===== src/rtl/bcd_pkg.sv =====
// -----------------------------------------------------------------------------
// bcd_pkg
// Shared constants and types for the BCD <-> binary converters.
//   bcd_state_t            : converter FSM states (IDLE, CONV, DONE)
//   BCD_DIGIT_W            : width of one packed BCD digit
//   ADJ_THRESH/ADJ_OFFSET  : reverse double-dabble correction (>= 8 -> -3)
//   B2D_THRESH/B2D_OFFSET  : forward double-dabble correction (>= 5 -> +3)
// -----------------------------------------------------------------------------
package bcd_pkg;

   typedef enum logic [1:0] {
      IDLE = 2'd0,
      CONV = 2'd1,
      DONE = 2'd2
   } bcd_state_t;

   localparam int BCD_DIGIT_W = 4;

   // BCD -> binary: after a right shift a column >= 8 received a bit worth
   // 10 in decimal but 16 in binary weight of its neighbour; subtract 3.
   localparam logic [BCD_DIGIT_W-1:0] ADJ_THRESH = 4'd8;
   localparam logic [BCD_DIGIT_W-1:0] ADJ_OFFSET = 4'd3;

   // Binary -> BCD counterpart (used by the display converter).
   localparam logic [BCD_DIGIT_W-1:0] B2D_THRESH = 4'd5;
   localparam logic [BCD_DIGIT_W-1:0] B2D_OFFSET = 4'd3;

endpackage : bcd_pkg


===== src/rtl/bcd_binary_if.sv =====
// -----------------------------------------------------------------------------
// bcd_binary_if
// Request/result bundle of the BCD-to-binary converter.
//   bcd_in    : packed BCD request operand, digit 0 in [3:0]
//   valid     : request strobe
//   busy      : converter not in IDLE
//   bin_code  : converted value, held until the next completion
//   bin_ready : one-cycle completion pulse
//   bcd_error : qualifies bin_ready, set when an input digit was > 9
//   state     : FSM state, for observation only
//
// Handshake: a request is accepted on a rising edge where valid = 1 and
// busy = 0. While busy is high valid is ignored and nothing is queued; a
// requester that wants service keeps valid high until busy is low. The
// result is signalled by exactly one cycle of bin_ready, with bcd_error
// qualifying it; bin_code stays stable afterwards.
// -----------------------------------------------------------------------------
interface bcd_binary_if
   import bcd_pkg::*;
#(
   parameter int DIGITS = 4,
   parameter int BIN_W  = 14
);

   logic [BCD_DIGIT_W*DIGITS-1:0] bcd_in;
   logic                          valid;
   logic                          busy;
   logic [BIN_W-1:0]              bin_code;
   logic                          bin_ready;
   logic                          bcd_error;
   bcd_state_t                    state;

   modport master (
      output bcd_in, valid,
      input  busy, bin_code, bin_ready, bcd_error, state
   );

   modport slave (
      input  bcd_in, valid,
      output busy, bin_code, bin_ready, bcd_error, state
   );

endinterface : bcd_binary_if


===== src/rtl/bcd_digit_adjust.sv =====
// -----------------------------------------------------------------------------
// bcd_digit_adjust
// One BCD column correction for reverse double-dabble, purely combinational.
//   d_in  : 4-bit column value after the shift
//   d_out : d_in - 3 when d_in >= 8, else d_in (modulo 16)
// -----------------------------------------------------------------------------
module bcd_digit_adjust
   import bcd_pkg::*;
(
   input  logic [BCD_DIGIT_W-1:0] d_in,
   output logic [BCD_DIGIT_W-1:0] d_out
);

   assign d_out = (d_in >= ADJ_THRESH) ? (d_in - ADJ_OFFSET) : d_in;

endmodule : bcd_digit_adjust


===== src/rtl/bcd_binary.sv =====
// -----------------------------------------------------------------------------
// bcd_binary
// Sequential BCD-to-binary converter (reverse double-dabble, one shift and
// correct step per clock).
//   clk     : rising-edge clock
//   reset_n : asynchronous active-low reset
//   bus     : bcd_binary_if.slave (request in, result/status out)
// Parameters:
//   DIGITS  : number of BCD input digits
//   BIN_W   : binary output width, must hold 10^DIGITS - 1 and be <= 4*DIGITS
// -----------------------------------------------------------------------------
module bcd_binary
   import bcd_pkg::*;
#(
   parameter int DIGITS = 4,
   parameter int BIN_W  = 14
) (
   input  logic         clk,
   input  logic         reset_n,
   bcd_binary_if.slave  bus
);

   localparam int BCD_W = BCD_DIGIT_W * DIGITS;
   localparam int SR_W  = 2 * BCD_W;
   localparam int ITER  = BCD_W;
   localparam int CNT_W = $clog2(ITER + 1);

   bcd_state_t        state_q;
   bcd_state_t        state_d;
   logic [SR_W-1:0]   sr_q;
   logic [SR_W-1:0]   sr_shift;
   logic [SR_W-1:0]   sr_adj;
   logic [CNT_W-1:0]  cnt_q;
   logic [BIN_W-1:0]  bin_code_q;
   logic              err_q;
   logic [DIGITS-1:0] digit_bad;
   logic              any_bad;
   logic              accept;
   logic              last_iter;

   // Upper half holds the remaining BCD digits, lower half collects binary
   // bits as they fall out of digit 0.
   assign sr_shift = sr_q >> 1;

   genvar g;
   generate
      for (g = 0; g < DIGITS; g++) begin : g_col
         bcd_digit_adjust u_adj (
            .d_in  (sr_shift[BCD_W + BCD_DIGIT_W*g +: BCD_DIGIT_W]),
            .d_out (sr_adj  [BCD_W + BCD_DIGIT_W*g +: BCD_DIGIT_W])
         );

         // 10..15 are the only non-decimal codes: bit 3 plus bit 2 or bit 1.
         assign digit_bad[g] = bus.bcd_in[BCD_DIGIT_W*g + 3] &
                               (bus.bcd_in[BCD_DIGIT_W*g + 2] |
                                bus.bcd_in[BCD_DIGIT_W*g + 1]);
      end
   endgenerate

   assign sr_adj[BCD_W-1:0] = sr_shift[BCD_W-1:0];

   assign any_bad   = |digit_bad;
   assign accept    = (state_q == IDLE) && bus.valid;
   assign last_iter = (cnt_q == CNT_W'(ITER - 1));

   // ---------------------------------------------------------------- state reg
   always_ff @(posedge clk or negedge reset_n) begin
      if (!reset_n) begin
         state_q <= IDLE;
      end else begin
         state_q <= state_d;
      end
   end

   // --------------------------------------------------------------- next state
   always_comb begin
      state_d = state_q;
      case (state_q)
         IDLE: begin
            if (bus.valid) begin
               state_d = any_bad ? DONE : CONV;
            end
         end
         CONV: begin
            if (last_iter) begin
               state_d = DONE;
            end
         end
         DONE:    state_d = IDLE;
         default: state_d = IDLE;
      endcase
   end

   // ----------------------------------------------------------------- outputs
   always_comb begin
      bus.busy      = 1'b0;
      bus.bin_ready = 1'b0;
      case (state_q)
         CONV: bus.busy = 1'b1;
         DONE: begin
            bus.busy      = 1'b1;
            bus.bin_ready = 1'b1;
         end
         default: ;
      endcase
   end

   assign bus.bin_code  = bin_code_q;
   assign bus.bcd_error = err_q;
   assign bus.state     = state_q;

   // ---------------------------------------------------------------- datapath
   always_ff @(posedge clk or negedge reset_n) begin
      if (!reset_n) begin
         sr_q       <= '0;
         cnt_q      <= '0;
         bin_code_q <= '0;
         err_q      <= 1'b0;
      end else if (accept) begin
         sr_q  <= {bus.bcd_in, {BCD_W{1'b0}}};
         cnt_q <= '0;
         if (any_bad) begin
            bin_code_q <= '0;
            err_q      <= 1'b1;
         end
      end else if (state_q == CONV) begin
         sr_q  <= sr_adj;
         cnt_q <= cnt_q + CNT_W'(1);
         if (last_iter) begin
            // Bits above BIN_W are zero for any legal input; dropped.
            bin_code_q <= sr_adj[BIN_W-1:0];
            err_q      <= 1'b0;
         end
      end
   end

endmodule : bcd_binary


===== src/flat_wrapper.sv =====
// flat-port wrapper written by rule: the top's interface ports become plain ports
module bcd_binary_flat import bcd_pkg::*;
#(
   parameter int DIGITS = 4,
   parameter int BIN_W  = 14
)
  (clk, reset_n, bus_bcd_in, bus_valid, bus_busy, bus_bin_code, bus_bin_ready, bus_bcd_error, bus_state);
  bcd_binary_if #(.DIGITS(DIGITS), .BIN_W(BIN_W)) bus_i ();
  input  logic clk;
  input  logic reset_n;
  input wire logic [$bits(bus_i.bcd_in)-1:0] bus_bcd_in;
  input wire logic [$bits(bus_i.valid)-1:0] bus_valid;
  output wire logic [$bits(bus_i.busy)-1:0] bus_busy;
  output wire logic [$bits(bus_i.bin_code)-1:0] bus_bin_code;
  output wire logic [$bits(bus_i.bin_ready)-1:0] bus_bin_ready;
  output wire logic [$bits(bus_i.bcd_error)-1:0] bus_bcd_error;
  output wire logic [$bits(bus_i.state)-1:0] bus_state;
  assign bus_i.bcd_in = bus_bcd_in;
  assign bus_i.valid = bus_valid;
  assign bus_busy = bus_i.busy;
  assign bus_bin_code = bus_i.bin_code;
  assign bus_bin_ready = bus_i.bin_ready;
  assign bus_bcd_error = bus_i.bcd_error;
  assign bus_state = bus_i.state;
  bcd_binary #(.DIGITS(DIGITS), .BIN_W(BIN_W)) u_core (.clk(clk), .reset_n(reset_n), .bus(bus_i));
endmodule

===== config.mk =====
export PLATFORM = sky130hd
export DESIGN_NAME = bcd_binary_flat
export DESIGN_NICKNAME = d
export VERILOG_FILES = /design/src/rtl/bcd_pkg.sv /design/src/rtl/bcd_binary_if.sv /design/src/rtl/bcd_digit_adjust.sv /design/src/rtl/bcd_binary.sv /design/src/flat_wrapper.sv
export SDC_FILE = /design/constraint.sdc
export NUM_CORES = 1
export LEC_CHECK = 0
export CAP_MARGIN = 15
export CORE_ASPECT_RATIO = 1.2
export CORE_MARGIN = 1.5
export CORE_UTILIZATION = 45
export CTS_CLUSTER_DIAMETER = 150
export CTS_CLUSTER_SIZE = 25
export DETAILED_ROUTE_END_ITERATION = 12
export PLACE_DENSITY = 0.82
export SETUP_SLACK_MARGIN = 0.02
export SLEW_MARGIN = 20
export SYNTH_ARGS = -nofsm -noshare
export SYNTH_HDL_FRONTEND = slang
export SYNTH_SLANG_ARGS = --single-unit

===== constraint.sdc =====
create_clock -name clk -period 1.6 [get_ports clk]
set_input_delay 0.16 -clock clk [delete_from_list [all_inputs] [get_ports clk]]
set_output_delay 0.16 -clock clk [all_outputs]
set_load 0.02 [all_outputs]

==> impl_metrics.prom <==
# TYPE chip_impl_metric gauge
chip_impl_info{name="status",value="finished, violations left"} 1
chip_impl_info{name="violated_checks",value="setup timing"} 1
chip_impl_metric{name="cp_max_fo",unit=""} 7
chip_impl_metric{name="cts_made_buffers",unit=""} 5
chip_impl_metric{name="rel_slew_slack",unit="%"} 76.9
chip_impl_metric{name="design.die.area",unit="mm^2"} 0.00598
chip_impl_metric{name="start_util",unit="%"} 46.9
chip_impl_metric{name="routedWlPerCell",unit="um"} 14.4
chip_impl_metric{name="vias_per_cell",unit=""} 5.36
chip_impl_metric{name="number_of_port_buffers",unit=""} 37
chip_impl_metric{name="report.final.hold_viol_count",unit=""} 0
chip_impl_metric{name="post-route-cell-area",unit="mm^2"} 0.00323
chip_impl_metric{name="async_sr_flop_fraction",unit="%"} 100
chip_impl_metric{name="drt.antenna.violating_nets",unit=""} 0
chip_impl_metric{name="tritoncts_num_sinks",unit=""} 53
chip_impl_info{name="crit_path_end_kind",value="flip-flop"} 1
chip_impl_metric{name="fill_cells",unit=""} 439
chip_impl_metric{name="wirelength_met1",unit="um"} 2200
chip_impl_metric{name="globalRouteTotalUtil",unit="%"} 18.0
chip_impl_metric{name="detailedRoute.firstPassIterationCount",unit=""} 4
chip_impl_metric{name="irDropWorstVdd",unit="mV"} 0.865
chip_impl_metric{name="cellPowerDensity",unit="mW/mm^2"} 1210
chip_impl_metric{name="largest_stage_delay_on_the_critical_path",unit="ps"} 370
chip_impl_info{name="clock_tree_from_tritoncts",value="yes"} 1
chip_impl_metric{name="max_cap_viol_count",unit=""} 0
chip_impl_metric{name="dr.first_iter.drc_count",unit=""} 80
chip_impl_metric{name="core_region_area",unit="mm^2"} 0.00530
chip_impl_metric{name="worstSkewPairLatency",unit="ps"} 300
chip_impl_metric{name="pin_count_of_the_biggest_net_entering_global_routing",unit=""} 54
chip_impl_metric{name="ios",unit=""} 38
chip_impl_metric{name="ctsHtreeMaxLevel",unit=""} 2
chip_impl_metric{name="via_count",unit=""} 1876
chip_impl_metric{name="netlist-cell-type-count",unit=""} 28
chip_impl_metric{name="drc_errors",unit=""} 0
chip_impl_info{name="worst_path_max_delay_cell",value="dfrtp_1"} 1
chip_impl_metric{name="p_leak",unit="nW"} 1.42
chip_impl_metric{name="area_delta_synth_final",unit="%"} 29.8
chip_impl_metric{name="worstPathArrival",unit="ps"} 1880
chip_impl_metric{name="syn_inst",unit=""} 232
chip_impl_metric{name="grt.overflow.total",unit=""} 0
chip_impl_metric{name="worst-r2r-cell-count",unit=""} 7
chip_impl_metric{name="timing.final.max_slew_violations",unit=""} 0
chip_impl_info{name="clockRootBuffer",value="clkbuf_8"} 1
chip_impl_metric{name="cp.required",unit="ps"} 1800
chip_impl_info{name="worst_hold_path_type",value="in2async"} 1
chip_impl_metric{name="path_clk_slew",unit="ps"} 90
chip_impl_metric{name="detailed_route_wirelength_on_metal3",unit="um"} 169
chip_impl_metric{name="route.final.wire_length",unit="um"} 5020
chip_impl_metric{name="final_nets",unit=""} 317
chip_impl_metric{name="timing.final.ws_setup",unit="ps"} -88.5
chip_impl_metric{name="die_w",unit="um"} 70.9
chip_impl_info{name="final_common_cell",value="dfrtp_1"} 1
chip_impl_metric{name="final_setup_violation_count",unit=""} 14
chip_impl_info{name="yosys_most_used_dff",value="dfrtp_1"} 1
chip_impl_metric{name="timing_worst_slew_pin_value",unit="ps"} 346
chip_impl_metric{name="finalCriticalPeriod",unit="ps"} 1690
chip_impl_info{name="critical_path.startpoint_type",value="flip-flop"} 1
chip_impl_metric{name="post_route_cells_drive_above_1_share",unit="%"} 16.3
chip_impl_metric{name="fp-row-count",unit=""} 29
chip_impl_metric{name="regToRegSetupSlack",unit="ps"} -90
chip_impl_metric{name="number_of_global_route_vias_before_repair",unit=""} 1836
chip_impl_metric{name="post-place-ws",unit="ps"} -316
chip_impl_metric{name="grt_first_pass_wirelength",unit="um"} 8500
chip_impl_metric{name="layout.cells.non_filler",unit=""} 350
chip_impl_metric{name="dpl-instance-area",unit="mm^2"} 0.00301
chip_impl_metric{name="fin_skew",unit="ps"} 3.56
chip_impl_info{name="maxUsedRoutingLayer",value="met4"} 1
chip_impl_metric{name="floorplan.die.height",unit="um"} 84.4
chip_impl_metric{name="synth_warnings",unit=""} 0
chip_impl_info{name="critical_path_class",value="reg2reg"} 1
chip_impl_info{name="r2r_start",value="u_core.cnt_q[1]"} 1
chip_impl_metric{name="p_total",unit="W"} 0.00389
chip_impl_metric{name="fin_crit_sh",unit="%"} 106
chip_impl_metric{name="gp_congestion",unit=""} 0.724
chip_impl_metric{name="final_hold_slack",unit="ps"} 362
chip_impl_info{name="mostFrequentLayoutCells",value="dfrtp_1 (51), clkdlybuf4s50_1 (33), nor2_1 (24), o21ai_0 (24)"} 1
chip_impl_metric{name="met2_wirelength",unit="um"} 2600
chip_impl_info{name="path_cells",value="ha_2, and3_4, ha_4, nand2_4, buf_6, mux2_4, a22o_1"} 1
chip_impl_metric{name="total_of_flip_flops_plus_latches_after_synthesis",unit=""} 53
chip_impl_info{name="timing.rr.end",value="u_core.bus.bin_code[10]"} 1
chip_impl_metric{name="inserted_diodes",unit=""} 0
chip_impl_metric{name="synth.cell_area",unit="mm^2"} 0.00249
chip_impl_metric{name="max_clock_freq",unit="MHz"} 592
chip_impl_metric{name="hpwl",unit="um"} 3300
chip_impl_metric{name="initial_antenna_violation_count",unit=""} 0
chip_impl_metric{name="synth_fp_nets",unit=""} 262
chip_impl_metric{name="synth.yosys.seq_area_share",unit="%"} 53.3
chip_impl_metric{name="place.detailed.instances",unit=""} 335
chip_impl_metric{name="syn-mean-instance-area",unit="um^2"} 10.7
chip_impl_info{name="grt_setup_unrepaired",value="yes"} 1
chip_impl_metric{name="clock_tree.buffer_depth",unit=""} 2
chip_impl_metric{name="synth_enable_flop_cells",unit=""} 0
==> cells in the mapped netlist, drive strengths merged, types with 2 or more instances <==
| cell | number | area, um^2 |
|---|---|---|
| clkbuf | 4 | 15.0 |
| mux2i | 22 | 220 |
| xnor2 | 7 | 61.3 |
| nor3 | 3 | 15.0 |
| ha | 11 | 138 |
| o211ai | 3 | 22.5 |
| nand2 | 23 | 86.3 |
| a21oi | 5 | 25.0 |
| buf | 9 | 60.1 |
| nand2b | 5 | 31.3 |
| o21ai | 25 | 125 |
| a22o | 14 | 123 |
| xor2 | 2 | 17.5 |
| inv | 10 | 37.5 |
| nor2 | 25 | 93.8 |
| o22ai | 3 | 18.8 |
| dfrtp | 53 | 1330 |
==> logic make-up after synthesis <==
family	after synthesis	share of synthesized area, %
simple gates	60	10.3
compound gates	53	13.6
flops	53	53.3
buf+inv	23	4.53
mux	23	9.46
fa+ha+maj	11	5.54
xor+xnor	9	3.17
==> per-layer routing <==
metal	track usage (%)	vias to the layer above
met5	0	-
met4	5.15	0
met3	4.08	7
met2	30.5	45
met1	23.2	914
li1	-	910
==> worst max path at each step <==
stage,from,to,slack [ps],cells past startpoint
2_1_floorplan,u_core.bus.state[1],u_core.bus.bin_code[13],-30,7
3_3_place_gp,u_core.cnt_q[0],u_core.bus.bin_code[0],-230,6
3_5_place_dp,u_core.cnt_q[0],u_core.bus.bin_code[10],-320,6
4_1_cts,u_core.cnt_q[1],u_core.bus.bin_code[4],-90,7
5_1_grt,u_core.cnt_q[1],u_core.bus.bin_code[10],-150,7
6_report,u_core.cnt_q[1],u_core.bus.bin_code[10],-90,7
==> cell type report <==
cell class | instances | area (um^2) | area share, %
Clock inverter | 1 | 7.51 | 0.233
Multi-Input combinational cell | 157 | 1130 | 34.9
Clock buffer | 7 | 76.3 | 2.37
Sequential cell | 53 | 1330 | 41.2
Timing Repair Buffer | 60 | 566 | 17.5
Inverter | 10 | 43.8 | 1.36
Tap cell | 62 | 77.6 | 2.40
==> power breakdown <==
part	internal (W)	switching, W
Sequential	0.00158	0.000227
Combinational	0.000628	0.000722
Clock	0.000311	0.000425
Total	0.00252	0.00137
==> critical path, delay by kind of cell (launching register included) <==
family | cells | cell delay, ps
fa+ha+maj | 2 | 320
compound gates | 1 | 220
mux | 1 | 310
simple gates | 2 | 240
flops | 1 | 370
buf+inv | 1 | 110
==> through the flow <==
| stage | utilization, % | TNS, ps |
|---|---|---|
| after floorplan | - | -346 |
| after global placement | 56.8 | -3250 |
| after detailed placement | 56.8 | -4210 |
| after CTS | 60.5 | -992 |
| after global routing | 60.9 | -1600 |
| final | 60.9 | -872 |
==> flip-flops by register name, indices dropped and copies added (netlist names) <==
| signal | count |
|---|---|
| u_core.bus.state | 2 |
| u_core.bus.bcd_error | 1 |
| u_core.bus.bin_code | 14 |
| u_core.cnt_q | 5 |
| u_core.sr_q | 31 |
==> repair_timing <==
| action | in CTS | in global routing |
|---|---|---|
| setup buffers | 3 | 2 |
| gates resized for setup | 18 | 4 |
| hold buffers | 1 | 0 |
| setup endpoints to repair | 18 | 20 |
| gates cloned | 1 | 0 |
| endpoints found under the hold margin | 53 | 0 |
| pin swaps | 3 | 9 |
No activity file was read; power rests on OpenSTA's default activity.
